**src/rtl/dec_2_4_dat_pkg.sv**
```systemverilog
// Shared constants and the 2-to-4 decode function for dec_2_4_dat.
package dec_2_4_dat_pkg;

    localparam int ADDR_W    = 2;
    localparam int N_OUT     = 4;
    localparam int CNT_W_DEF = 8;

    // Returns the single active line for addr, or all zeros when disabled.
    function automatic logic [N_OUT-1:0] decode2to4(input logic en, input logic [ADDR_W-1:0] addr);
        logic [N_OUT-1:0] res;
        res = '0;
        if (en) begin
            res[addr] = 1'b1;
        end
        return res;
    endfunction

endpackage

```
**src/rtl/dec_hit_counter.sv**
```systemverilog
// One saturating hit counter: counts cycles with inc high, clr has priority.
module dec_hit_counter #(
    parameter int CNT_W = 8
) (
    input  logic             clk,
    input  logic             rst_n,
    input  logic             inc,
    input  logic             clr,
    output logic [CNT_W-1:0] q
);

    always_ff @(posedge clk or negedge rst_n) begin
        if (!rst_n) begin
            q <= '0;
        end else if (clr) begin
            q <= '0;
        end else if (inc && (q != '1)) begin
            q <= q + CNT_W'(1);
        end
    end

endmodule

```
**src/rtl/dec_2_4_dat.sv**
```systemverilog
// 2-to-4 decoder with optional output register (OUT_REG) and one-hot checker.
// Defining DEC_HIT_CNT_EN adds four per-line saturating hit counters.
module dec_2_4_dat
    import dec_2_4_dat_pkg::*;
#(
    parameter int OUT_REG = 1,
    parameter int CNT_W   = CNT_W_DEF
) (
    input  logic             clk,
    input  logic             rst_n,
    input  logic             En,
    input  logic             a1,
    input  logic             a0,
    output logic             d3,
    output logic             d2,
    output logic             d1,
    output logic             d0,
    output logic             onehot_err
`ifdef DEC_HIT_CNT_EN
    ,
    input  logic             cnt_clr,
    input  logic [1:0]       cnt_sel,
    output logic [CNT_W-1:0] cnt_q
`endif
);

    logic [N_OUT-1:0] dec_next;
    logic [N_OUT-1:0] d;

    if (CNT_W < 1) begin : g_bad_cnt_w
        $error("CNT_W must be at least 1");
    end

    assign dec_next = decode2to4(En, {a1, a0});

    if (OUT_REG != 0) begin : g_out_reg
        logic [N_OUT-1:0] d_q;

        always_ff @(posedge clk or negedge rst_n) begin
            if (!rst_n) begin
                d_q <= '0;
            end else begin
                d_q <= dec_next;
            end
        end

        assign d = d_q;
    end else begin : g_out_comb
        assign d = dec_next;
    end

    assign {d3, d2, d1, d0} = d;

    // Any pair of set bits leaves a bit behind after clearing the lowest one.
    assign onehot_err = |(d & (d - 4'd1));

`ifdef DEC_HIT_CNT_EN
    logic [CNT_W-1:0] cnt [N_OUT];

    for (genvar i = 0; i < N_OUT; i++) begin : g_cnt
        dec_hit_counter #(
            .CNT_W(CNT_W)
        ) u_cnt (
            .clk  (clk),
            .rst_n(rst_n),
            .inc  (d[i]),
            .clr  (cnt_clr),
            .q    (cnt[i])
        );
    end

    assign cnt_q = cnt[cnt_sel];
`endif

endmodule

```
**config.mk**
```make
export PLATFORM = sky130hd
export DESIGN_NAME = dec_2_4_dat
export DESIGN_NICKNAME = d
export VERILOG_FILES = /design/src/rtl/dec_2_4_dat_pkg.sv /design/src/rtl/dec_hit_counter.sv /design/src/rtl/dec_2_4_dat.sv
export SDC_FILE = /design/constraint.sdc
export NUM_CORES = 1
export LEC_CHECK = 0
export ABC_AREA = 1
export CAP_MARGIN = 20
export CORE_AREA = 4 4 41 43
export DETAILED_ROUTE_END_ITERATION = 16
export DIE_AREA = 0 0 45 47
export GPL_ROUTABILITY_DRIVEN = 0
export GPL_TIMING_DRIVEN = 0
export MAX_ROUTING_LAYER = met4
export PLACE_DENSITY_LB_ADDON = 0.08
export SLEW_MARGIN = 20
export SYNTH_ARGS = -nofsm -noshare
export SYNTH_HDL_FRONTEND = slang
export SYNTH_SLANG_ARGS = --single-unit
```
**constraint.sdc**
```tcl
create_clock -name clk -period 0.8 [get_ports clk]
set_input_delay 0.16 -clock clk [delete_from_list [all_inputs] [get_ports clk]]
set_output_delay 0.16 -clock clk [all_outputs]
set_load 0.02 [all_outputs]
```
==> results.cfg <==
[floorplanning]
core_mm2 = 0.00130
fp.dieW_um = 45
num_rows = 13
dieArea_mm2 = 0.00212
start_util = 0.128
die_y_um = 47
io_pins = 10

[finish]
nFillCells = 151
final_cell_mix = nand2_1, dfrtp_2, clkdlybuf4s50_1, buf_6
layout.nets = 39
final_core_util = 0.249
antenna_cells = 0
drive_gt1_frac = 0.531
largest_register_ffs = 4
syn_to_final_growth_pct = 94.7
stdcell_count = 47
mostFrequentLayoutCell = nand2_1

[route]
drc = 0
wirelength_um = 380
drtIter0Drc = 0
wl_per_cell_um = 8.09
via_per_inst = 3.53
drt_first_pass_iters = 1
ant_nets = 0
vias = 166

[grt]
grt_overflow = 0
grt_max_degree = 5
grt_pass1_wl_um = 621
grt_pass1_vias = 165
antenna_found_initial = 0
grt_usage = 0.0499

[setup_path]
crit_type = reg -> out
cp.arrival_ns = 1.01
startpoint_type = register
cp_max_fo = 3
cp.required_ns = 0.64
end_kind = primary output

[run]
cap_violations = 0

[yosys]
ys.warnings.count = 0
synth_cell_type_count = 6
syn-cell-area_um2 = 166
syn_nets = 24
ys_ff_latch = 4
syn-instance-count = 19
yosysSeqAreaShare = 0.602
syn_avg_cell_area_um2 = 8.76

[sta]
slew_violations = 0
min_period_ns = 1.17
rsz0062_at_grt = yes
hold_ws_ns = 0.133
final-setup-viol-count = 5
finalHoldViolCount = 0
worstMarginPinSlew_ns = 0.208
timing.final.ws_setup_ns = -0.370
finalCritPeriodShare = 1.46
slew_headroom = 0.862
max_freq_ghz = 0.855

[power]
internal_power_w = 0.000425
combPwrFrac = 0.154
p_sw_frac = 0.222
pwr_density_cell_mw_per_mm2 = 1690
seqPwrFrac = 0.404
clockPowerShare = 0.441
ir_worst_vdd_mv = 0.546
p_leak_nw = 0.160
switchingPower_w = 0.000121

[cts]
clock_path_buffers = 2
clock-sinks = 4
cts_buffers = 3
cts-root-buf = clkbuf_4
htreeDepth = 1
tritoncts = yes
clkSlewWorstSetupHoldPaths_ns = 0.04

[place]
numPortBuffers = 9
dpl.cell_count = 43

[status]
status = complete, but fails checks
violations = negative setup slack

[min_path]
hold_path.class = in -> async
[layer usage]
metal / share of wire / global-route usage
met1: 0.34 / 0.0366
met2: 0.56 / 0.0678
met3: 0.10 / 0.0230
met4: 0 / 0.0877
met5: 0 / -
[what timing repair did]
action                     in CTS  in global routing
hold buffers                    0                  0
setup endpoints to repair       5                  6
resized for setup              25                  3
pin swaps                       2                  3
setup buffers                   1                  0
[metrics by stage]
step / power [W] / TNS, ns / setup slack (ns) / instance area [µm²]
after global placement: 0.000299 / -2.47 / -0.527 / 280
after CTS: 0.000557 / -1.26 / -0.386 / 314
after global routing: 0.000591 / -1.41 / -0.412 / 324
final: 0.000547 / -1.23 / -0.370 / 324
after detailed placement: 0.000301 / -2.54 / -0.536 / 280
after floorplan: 0.000252 / -0.0765 / -0.0765 / 171
[cell families (layout without fill, tap and decap cells)]
kind of cell,after synthesis,in the layout,synth area share
and+or+nand+nor,11,11,0.308
DFF,4,4,0.602
buffers and inverters,4,17,0.0902
[synth_stat cells]
cell type | count | share of area
nor2_1 | 2 | 0.045
dfrtp_1 | 4 | 0.60
nor3_2 | 1 | 0.060
nor3_1 | 3 | 0.090
nand2_1 | 5 | 0.11
inv_1 | 4 | 0.090
[worst max-delay path, stage by stage, from the launching register on]
cell,delay (ns)
dfrtp_2,0.41
nor2_2,0.10
nand2_1,0.05
nand2_1,0.07
inv_2,0.03
buf_6,0.12
[cell type report]
class                      count  area [µm²]  area share
clock buffer                   3        22.5      0.0695
tap                           15        18.8      0.0579
inverter                       4        15.0      0.0463
timing repair buffer          10         101       0.313
sequential                     4         105       0.324
multi-input combinational     11        61.3       0.189
[final timing paths]
| path | from | slack, ns | to |
|---|---|---|---|
| worst max-delay path | d[1] | -0.37 | onehot_err |
| worst min-delay path | rst_n | 0.13 | d[3] |
| max in group asynchronous | rst_n | 0.48 | d[1] |
| min in group clk | a0 | 0.54 | d[2] |
[power by group through the flow]
stage | clock network (W) | logic, W | registers, W
after floorplan | 0 | 0.0000212 | 0.000231
after global placement | 0 | 0.0000782 | 0.000221
after detailed placement | 0 | 0.0000789 | 0.000222
after CTS | 0.000255 | 0.0000831 | 0.000220
after global routing | 0.000278 | 0.0000909 | 0.000222
final | 0.000241 | 0.0000843 | 0.000221
No activity file was read; power rests on OpenSTA's default activity.
